File: config.mk
export PLATFORM = sky130hd
export DESIGN_NAME = dbus_uart_tx
export DESIGN_NICKNAME = d
export VERILOG_FILES = /design/src/rtl/uart_pkg.sv /design/src/rtl/sync_fifo.sv /design/src/rtl/dbus_uart_tx.sv
export SDC_FILE = /design/constraint.sdc
export NUM_CORES = 1
export LEC_CHECK = 0
export BUFFER_PORTS_ARGS = -buffer_cell sky130_fd_sc_hd__buf_2
export CORE_ASPECT_RATIO = 1.25
export CORE_MARGIN = 3
export CORE_UTILIZATION = 57
export CTS_CLUSTER_SIZE = 40
export DETAILED_ROUTE_END_ITERATION = 12
export GPL_TIMING_DRIVEN = 1
export PLACE_DENSITY = 0.75
export SYNTH_ARGS = -nofsm -noshare
export SYNTH_HDL_FRONTEND = slang
export SYNTH_HIERARCHICAL = 1
export SYNTH_SLANG_ARGS = --single-unit
File: constraint.sdc
create_clock -name i_Clk -period 5.3 [get_ports i_Clk]
set_input_delay 0 -clock i_Clk [delete_from_list [all_inputs] [get_ports i_Clk]]
set_output_delay 0 -clock i_Clk [all_outputs]
set_load 0.05 [all_outputs]
File: src/rtl/uart_pkg.sv
// uart_pkg: shared definitions for the data-bus UART transmitter.
//   - register offsets (address bits [3:2])
//   - STATUS and CTRL bit positions
//   - serializer FSM state encoding
//   - parity helper
package uart_pkg;

    localparam logic [1:0] REG_TXDATA  = 2'd0;
    localparam logic [1:0] REG_STATUS  = 2'd1;
    localparam logic [1:0] REG_BAUDDIV = 2'd2;
    localparam logic [1:0] REG_CTRL    = 2'd3;

    localparam int ST_BUSY    = 0;
    localparam int ST_FULL    = 1;
    localparam int ST_EMPTY   = 2;
    localparam int ST_OVF     = 3;
    localparam int ST_LVL_LSB = 8;

    localparam int CT_TXEN  = 0;
    localparam int CT_IRQEN = 1;
    localparam int CT_PODD  = 2;

    typedef enum logic [2:0] {
        S_IDLE   = 3'd0,
        S_START  = 3'd1,
        S_DATA   = 3'd2,
        S_PARITY = 3'd3,
        S_STOP   = 3'd4
    } tx_state_t;

    // Parity bit for a byte: even parity when odd=0, odd parity when odd=1.
    function automatic logic parity_bit(input logic [7:0] d, input logic odd);
        return (^d) ^ odd;
    endfunction

endpackage

File: src/rtl/sync_fifo.sv
// sync_fifo: single-clock FIFO with show-ahead read port.
//   clk, rst   clock and synchronous active-high reset (pointers only)
//   push       write request; accepted when not full, or when full and popping
//   push_data  data written on an accepted push
//   pop        read request; ignored when empty
//   pop_data   entry at the head of the FIFO (valid while not empty)
//   full/empty derived from pointers carrying an extra wrap bit
//   level      number of stored entries, 0..DEPTH
module sync_fifo #(
    parameter int WIDTH = 8,
    parameter int DEPTH = 16,
    localparam int AW   = $clog2(DEPTH)
) (
    input  logic             clk,
    input  logic             rst,
    input  logic             push,
    input  logic [WIDTH-1:0] push_data,
    input  logic             pop,
    output logic [WIDTH-1:0] pop_data,
    output logic             full,
    output logic             empty,
    output logic [AW:0]      level
);

    logic [WIDTH-1:0] mem [DEPTH];
    logic [AW:0]      wr_ptr;
    logic [AW:0]      rd_ptr;
    logic             wr_ok;
    logic             rd_ok;

    assign empty    = (wr_ptr == rd_ptr);
    assign full     = (wr_ptr[AW] != rd_ptr[AW]) && (wr_ptr[AW-1:0] == rd_ptr[AW-1:0]);
    assign level    = wr_ptr - rd_ptr;
    assign rd_ok    = pop && !empty;
    // A pop in the same cycle frees a slot, so a full FIFO still takes the push.
    assign wr_ok    = push && (!full || rd_ok);
    assign pop_data = mem[rd_ptr[AW-1:0]];

    always_ff @(posedge clk) begin
        if (wr_ok) begin
            mem[wr_ptr[AW-1:0]] <= push_data;
        end
    end

    always_ff @(posedge clk) begin
        if (rst) begin
            wr_ptr <= '0;
            rd_ptr <= '0;
        end else begin
            if (wr_ok) wr_ptr <= wr_ptr + 1'b1;
            if (rd_ok) rd_ptr <= rd_ptr + 1'b1;
        end
    end

endmodule

File: src/rtl/dbus_uart_tx.sv
// dbus_uart_tx: memory-mapped 8N1 UART transmitter on the core data bus.
//   i_Clk, i_Rst              clock, synchronous active-high reset
//   i_WriteEn/_Addr/_Data     write port (address bits [3:2] decoded)
//   i_ReadEn/i_Read_Addr      read port  (address bits [3:2] decoded)
//   o_Read_Data               registered read data, 1-cycle latency
//   o_Tx                      serial line, idle high
//   o_Interrupt               level: IRQEN & FIFO empty & serializer idle
// Registers: 0 TXDATA(W), 1 STATUS(R, bit3 W1C), 2 BAUDDIV(RW), 3 CTRL(RW).
// Build option: define UART_TX_PARITY_EN to add a parity bit (CTRL.PODD
// selects odd parity); without it frames are plain 8N1.
module dbus_uart_tx
    import uart_pkg::*;
#(
    parameter int FIFO_DEPTH = 16,
    parameter int ADDR_W     = 10,
    parameter int DIV_RST    = 867
) (
    input  logic              i_Clk,
    input  logic              i_Rst,
    input  logic              i_WriteEn,
    input  logic [ADDR_W-1:0] i_Write_Addr,
    input  logic [31:0]       i_Write_Data,
    input  logic              i_ReadEn,
    input  logic [ADDR_W-1:0] i_Read_Addr,
    output logic [31:0]       o_Read_Data,
    output logic              o_Tx,
    output logic              o_Interrupt
);

    localparam int LW = $clog2(FIFO_DEPTH) + 1;

    logic [1:0]    wr_sel;
    logic [1:0]    rd_sel;
    logic          wr_txdata;
    logic          wr_status;
    logic          wr_baud;
    logic          wr_ctrl;
    logic          fifo_full;
    logic          fifo_empty;
    logic [LW-1:0] fifo_level;
    logic [7:0]    fifo_q;
    logic          pop;
    logic          ovf;
    logic          txen;
    logic          irqen;
    logic          podd;
    logic [15:0]   baud_div;
    logic [15:0]   bit_timer;
    logic          bit_done;
    logic [2:0]    bit_cnt;
    logic [7:0]    shreg;
    logic          busy;
    tx_state_t     state;
    logic [31:0]   status_word;
    logic          unused_bits;

    assign wr_sel    = i_Write_Addr[3:2];
    assign rd_sel    = i_Read_Addr[3:2];
    assign wr_txdata = i_WriteEn && (wr_sel == REG_TXDATA);
    assign wr_status = i_WriteEn && (wr_sel == REG_STATUS);
    assign wr_baud   = i_WriteEn && (wr_sel == REG_BAUDDIV);
    assign wr_ctrl   = i_WriteEn && (wr_sel == REG_CTRL);

    assign busy      = (state != S_IDLE);
    assign bit_done  = (bit_timer == 16'd0);
    // Pops happen on leaving IDLE or at the end of STOP, so frames chain with no gap.
    assign pop       = txen && !fifo_empty &&
                       ((state == S_IDLE) || ((state == S_STOP) && bit_done));

    assign status_word = {16'd0, 8'(fifo_level), 4'd0, ovf, fifo_empty, fifo_full, busy};
    assign unused_bits = ^{i_Write_Addr, i_Read_Addr, i_Write_Data};

    sync_fifo #(
        .WIDTH (8),
        .DEPTH (FIFO_DEPTH)
    ) u_fifo (
        .clk       (i_Clk),
        .rst       (i_Rst),
        .push      (wr_txdata),
        .push_data (i_Write_Data[7:0]),
        .pop       (pop),
        .pop_data  (fifo_q),
        .full      (fifo_full),
        .empty     (fifo_empty),
        .level     (fifo_level)
    );

`ifdef UART_TX_PARITY_EN
    logic par;
`else
    assign podd = 1'b0;
`endif

    // Register file
    always_ff @(posedge i_Clk) begin
        if (i_Rst) begin
            baud_div <= 16'(DIV_RST);
            txen     <= 1'b0;
            irqen    <= 1'b0;
            ovf      <= 1'b0;
`ifdef UART_TX_PARITY_EN
            podd     <= 1'b0;
`endif
        end else begin
            if (wr_baud) baud_div <= i_Write_Data[15:0];
            if (wr_ctrl) begin
                txen  <= i_Write_Data[CT_TXEN];
                irqen <= i_Write_Data[CT_IRQEN];
`ifdef UART_TX_PARITY_EN
                podd  <= i_Write_Data[CT_PODD];
`endif
            end
            // An overflow in the same cycle as a W1C clear keeps OVF set.
            if (wr_txdata && fifo_full && !pop) begin
                ovf <= 1'b1;
            end else if (wr_status && i_Write_Data[ST_OVF]) begin
                ovf <= 1'b0;
            end
        end
    end

    // Read port: registered, so a same-cycle write is seen only on the next read.
    always_ff @(posedge i_Clk) begin
        if (i_Rst) begin
            o_Read_Data <= 32'd0;
        end else if (i_ReadEn) begin
            case (rd_sel)
                REG_STATUS:  o_Read_Data <= status_word;
                REG_BAUDDIV: o_Read_Data <= {16'd0, baud_div};
                REG_CTRL:    o_Read_Data <= {29'd0, podd, irqen, txen};
                default:     o_Read_Data <= 32'd0;
            endcase
        end
    end

    // Serializer FSM; o_Tx is registered from the current state, so the line
    // lags the state by one cycle uniformly.
    always_ff @(posedge i_Clk) begin
        if (i_Rst) begin
            state       <= S_IDLE;
            bit_timer   <= 16'd0;
            bit_cnt     <= 3'd0;
            o_Tx        <= 1'b1;
            o_Interrupt <= 1'b0;
        end else begin
            o_Interrupt <= irqen && fifo_empty && !busy;

            case (state)
                S_START:  o_Tx <= 1'b0;
                S_DATA:   o_Tx <= shreg[0];
`ifdef UART_TX_PARITY_EN
                S_PARITY: o_Tx <= par;
`endif
                default:  o_Tx <= 1'b1;
            endcase

            if (pop) begin
                shreg     <= fifo_q;
`ifdef UART_TX_PARITY_EN
                par       <= parity_bit(fifo_q, podd);
`endif
                bit_timer <= baud_div;
                state     <= S_START;
            end else if (bit_done) begin
                // BAUDDIV is sampled only here, at bit boundaries.
                bit_timer <= baud_div;
                case (state)
                    S_IDLE: state <= S_IDLE;
                    S_START: begin
                        bit_cnt <= 3'd0;
                        state   <= S_DATA;
                    end
                    S_DATA: begin
                        shreg   <= shreg >> 1;
                        bit_cnt <= bit_cnt + 3'd1;
                        if (bit_cnt == 3'd7) begin
`ifdef UART_TX_PARITY_EN
                            state <= S_PARITY;
`else
                            state <= S_STOP;
`endif
                        end
                    end
                    S_PARITY: state <= S_STOP;
                    S_STOP:   state <= S_IDLE;
                    default:  state <= S_IDLE;
                endcase
            end else begin
                bit_timer <= bit_timer - 16'd1;
            end
        end
    end

endmodule

### Word level (Yosys, flattened, before mapping)

Memories as Yosys holds them, arrays and structs flattened. A register that Yosys moved wholly into a read port is not among the register bits.
Index checks and enable logic that the tools add are counted.

* output and inout bits: 34
* memory bits (writable): 128
* input bits: 56
* register bits after elaboration: 93
* memories kept: 1

* equal/unequal tests: 16
* multiplexer cells: 18
* reduce and logical (&&, ||, !) cells: 34
* bitwise operators: 2
* add/subtract/negate cells: 5

Memories
* u_fifo.mem: words 16, bits a word 8, rd ports 1, clocked after memory_dff 1, wr ports 1, RTL line sync_fifo.sv:25 `logic [WIDTH-1:0] mem [DEPTH];`

Operators with widths (number)
* one-hot mux 16 bit (3 select lines): 1
* 2-to-1 mux 16 bit: 2
* 2-to-1 mux 8 bit: 3
* logical NOT 16 bit: 1
* subtractor 16 x 1 -> 16 bit (second input constant): 1
* logical AND 1 bit: 15
* adder 5 x 1 -> 5 bit (second input constant): 2
* one-hot mux 3 bit (3 select lines): 1
* == test 2 bit (second input constant): 4
* 2-to-1 mux 4 bit: 2
* nonzero test 2 bit: 4
* == test 3 x 2 -> 1 bit (second input constant): 2
* == test 3 bit (second input constant): 2
* 2-to-1 mux 1 bit: 6
* one-hot mux 3 bit (2 select lines): 1
* AND reduction 3 bit: 2
* == test 5 bit: 1
* subtractor 5 bit: 1
* == test 2 x 1 -> 1 bit (second input constant): 2
* == test 4 bit: 1
* logical NOT 1 bit: 4
* AND reduction 2 bit: 2
* adder 3 x 1 -> 3 bit (second input constant): 1
* == test 3 x 1 -> 1 bit (second input constant): 1
* 11 further kinds: 13

### Logic depth before layout (Yosys ltp)

* depth in word-level cells: 9
* depth in mapped cells: 11
* gate-level depth less buffers: 10

### By module

The synthesis kept the hierarchy.

By module, submodules not included
* sync_fifo: sequential area each 4124.0 µm², times used 1, area an instance 5662.9 µm², cells each 298
* dbus_uart_tx: sequential area each 1421.4 µm², times used 1, area an instance 3031.7 µm², cells each 337

### Worst setup path before layout

OpenSTA, ideal clock, no wires.

* path type: reg2reg
* start: reg u_fifo.wr_ptr[0]
* end: mem u_fifo.mem[0][0], enable pin
* data arrival time: 3245 ps
* clock period less this slack: 3628 ps
* slack: 1672 ps
* required time: 4917 ps
* stages on the path, launching flop included: 11
* path through: dfxtp_1 -> inv_1 -> ha_1 -> nand4_1 -> nor2_1 -> or4b_2 -> a21oi_2 -> buf_2 -> o31a_1 -> nand2_1 -> nor3_1

* longest elaborated chain between the ends: 9
* elaborated cells on any way between the ends: 12
* those cells by class: eq/ne (2); mux (2); reduce/logical (8)

Ends and longest elaborated chain
* from (decl): RTL line sync_fifo.sv:26 `logic [AW:0] wr_ptr;`
* from (signal assigned): RTL line sync_fifo.sv:50 `if (wr_ok) wr_ptr <= wr_ptr + 1'b1;`
* == test 5 bit: RTL line sync_fifo.sv:31 `assign empty = (wr_ptr == rd_ptr);`
* via fifo_empty: RTL line dbus_uart_tx.sv:39 `logic fifo_empty;`
* logical NOT 1 bit: RTL line dbus_uart_tx.sv:67 `assign pop = txen && !fifo_empty &&`
* logical AND 1 bit (2 in series): RTL line dbus_uart_tx.sv:67
* via pop: RTL line dbus_uart_tx.sv:42 `logic pop;`
* logical AND 1 bit: RTL line sync_fifo.sv:34 `assign rd_ok = pop && !empty;`
* logical OR 1 bit: RTL line sync_fifo.sv:36 `assign wr_ok = push && (!full || rd_ok);`
* logical AND 1 bit: RTL line sync_fifo.sv:36
* 2-to-1 mux 1 bit: RTL line sync_fifo.sv:40 `if (wr_ok) begin`
* 2-to-1 mux 1 bit (not written as such): RTL line sync_fifo.sv:41 `mem[wr_ptr[AW-1:0]] <= push_data;`
* to (decl): RTL line sync_fifo.sv:25

The timed path passes the listed nets, and every way through them passes these cells.

### Worst setup path after layout

* start: reg u_fifo.wr_ptr[0]
* end: mem u_fifo.mem[13][5], enable pin

* longest elaborated chain between the ends: 9
* elaborated cells on any way between the ends: 12
* those cells by class: eq/ne (2); mux (2); reduce/logical (8)

Ends and longest elaborated chain (RTL line)
* == test 5 bit (*): sync_fifo.sv:31
* via fifo_empty: dbus_uart_tx.sv:39
* logical NOT 1 bit (*): sync_fifo.sv:34, dbus_uart_tx.sv:67
* logical AND 1 bit (2 in series): dbus_uart_tx.sv:67
* logical AND 1 bit (*): sync_fifo.sv:34
* logical OR 1 bit (*): sync_fifo.sv:36
* logical AND 1 bit (*): sync_fifo.sv:36
* 2-to-1 mux 1 bit (*): sync_fifo.sv:40
* 2-to-1 mux 1 bit (not written as such) (*): sync_fifo.sv:41

Mark *: on every way through the listed nets, which the timed path passes. The rest lies on a longest branch.

==> flow_metrics.tcl <==
set metrics [dict create \
    layout_common_cells "136 x edfxtp_1, 71 x dfxtp_1, 68 x nor2_1" \
    die_y_um 144 \
    clk-insertion-delay-late_ns 0.50 \
    num_vias 5309 \
    synthSimpleGateAreaFrac_pct 10.5 \
    drt_first_pass_iters 5 \
    fin_nets 762 \
    synth_ff_type "edfxtp_1" \
    fin_setup_tns_ns 0 \
    whs_path_depth 3 \
    tightest_slew_ns 1.15 \
    synth_cell_types 55 \
    cts_buffers 22 \
    numPortBuffers 41 \
    design_area_um2 9900 \
    maxCapViolations 0 \
    cts_sinks 209 \
    ant_nets 0 \
    crit_type "reg -> reg" \
    leakage_nw 3.41 \
    die_w_um 116 \
    required_ns 5.42 \
    ctsLongestPathBuffers 3 \
    ios 90 \
    grt_max_degree 73 \
    async_flop_share_pct 0 \
    diodes 0 \
    avgSynthCellArea_um2 13.7 \
    maxSlewViolCount 0 \
    ys_seq_area_share_pct 63.8 \
    wl_per_cell_um 20.4 \
    cts_resized 0 \
    ys_ff_latch 209 \
    endpoint_kind "register" \
    route.detailed.drc 0 \
    min_path_type "in -> reg" \
    synth_top_family_by_area "simple AND/OR/NAND/NOR gates" \
    cts_setup_buffers 0 \
    floorplan.initialDensity_pct 59.3 \
    fin_skew_ns 0.0159 \
    setup_viol 0 \
    synth_fa_ha_area_share_pct 2.10 \
    rows 49 \
    grt_pass1_vias 5411 \
    holdWs_ns 0.0197 \
    grt.total_usage_pct 22.2 \
    syn_to_final_growth_pct 13.9 \
    synth_warnings 6 \
    htreeDepth 1 \
    status "finished clean" \
    synth-edff-count 136 \
    cp-start-kind "register" \
    gr-total-overflow 0 \
    layout_commonest_cell "edfxtp_1" \
    core-area_um2 14700 \
    via_per_inst 5.99 \
    synth-xor-area-share_pct 2.79 \
    finalCritPeriodShare_pct 75.1 \
    synthMuxAreaShare_pct 9.79 \
    irDropWorstVdd_mv 0.340 \
    rr_worst_depth 9 \
    finalCriticalPeriod_ns 3.98 \
    netlist_instances 635 \
    wl_um 18100 \
    gp_congestion 0.838 \
    power_density_nw_per_um2 381 \
    max_freq_mhz 251 \
    finalHoldViolations 0 \
    cts_tree "built" \
    die_area_um2 16800 \
    relSlewSlack_pct 23.4 \
    antenna_found_initial 0 \
    rsz0062_at_grt "false" \
    cp_max_fo 8 \
    drive_gt1_share_pct 18.6 \
    synthesis.area_um2 8690 \
    synth_compound_area_share_pct 7.44 \
    clkTransAtPathRegs_ns 0.06 \
    grt_pass1_wl_um 28300 \
    postCtsHoldBufs 20 \
    place_area_um2 8960 \
    worstPathArrival_ns 4.10 \
    drt_iter0_drc 437 \
    dp.final_hpwl_um 11500 \
    clockRootBuffer "clkbuf_16" \
]
[state kept, by name (all words and copies together), names as in the netlist, named ones only]
register	flops
bit_cnt	3
shreg	8
u_fifo/wr_ptr	5
u_fifo/mem	128
irqen	1
o_Tx	1
o_Read_Data	16
baud_div	16
state	3
u_fifo/rd_ptr	5
txen	1
bit_timer	16
ovf	1
o_Interrupt	1
[critical path, cell delays in order, from the launching register on]
cell     delay [ns]
dfxtp_1        0.42
inv_1          0.11
ha_1           0.34
nand4_1        0.32
nor2_1         0.15
or4b_2         0.66
a21oi_2        0.37
o31a_1         0.34
nand2_1        0.24
nor2_1         0.65
[stage by stage]
| step | power [mW] | setup WS [ns] | util [%] | instances |
|---|---|---|---|---|
| 3_5_place_dp | 2.25 | 1.33 | 61.2 | 826 |
| 2_1_floorplan | 2.16 | 1.67 | - | 650 |
| 6_report | 3.77 | 1.32 | 67.6 | 886 |
| 5_1_grt | 3.92 | 0.993 | 67.6 | 886 |
| 4_1_cts | 3.79 | 1.30 | 67.6 | 886 |
| 3_3_place_gp | 2.23 | 1.47 | 61.2 | 826 |
[routing by layer]
metal	global-route usage, %	routed length, um	up-vias
met5	0	0	-
met4	8.98	696	0
met3	3.22	1040	47
met2	38.0	9350	204
met1	28.6	7010	2606
li1	-	-	2452
[cells in the mapped netlist (12+ instances only)]
library cell | instances | area share, %
xor2_1 | 12 | 1.2
a211oi_1 | 25 | 2.2
clkbuf_1 | 21 | 0.91
ha_1 | 13 | 1.9
a22oi_1 | 27 | 2.3
buf_4 | 17 | 1.5
xnor2_1 | 12 | 1.2
mux4_2 | 32 | 8.3
edfxtp_1 | 136 | 47
a21oi_1 | 24 | 1.4
nor2_1 | 68 | 2.9
dfxtp_1 | 73 | 17
nand2_1 | 54 | 2.3
[power by group]
part	internal [mW]	switching (mW)	total (mW)
Clock	0.936	0.609	1.55
Sequential	1.78	0.0533	1.84
Combinational	0.147	0.244	0.391
Total	2.87	0.906	3.77
[cell type report]
| cell class | count | area [um2] |
|---|---|---|
| clock buffer | 24 | 579 |
| clock inverter | 16 | 160 |
| fill | 980 | 4750 |
| inverter | 9 | 33.8 |
| multi-input combinational | 382 | 2900 |
| sequential | 209 | 5550 |
| tap | 178 | 223 |
| timing repair buffer | 68 | 458 |
[worst paths after layout]
check | startpoint | end | slack, ns
max reg2reg | u_fifo/wr_ptr[0] | u_fifo/mem[13][5] | 1.32
max | u_fifo/wr_ptr[0] | u_fifo/mem[13][5] | 1.32
min reg2reg | o_Read_Data[15] | o_Read_Data[15] | 0.47
min | i_Read_Addr[2] | o_Read_Data[0] | 0.02
[kinds of logic after synthesis]
| kind of cell | count (synthesis) |
|---|---|
| DFF | 209 |
| adders and majority gates | 14 |
| xor gates and xnor gates | 26 |
| muxes | 44 |
| other | 1 |
| buffers and inverters | 59 |
| AOI/OAI and AO/OA | 93 |
| and+or+nand+nor | 189 |
Note: power is estimated with default switching activity, not from simulation.
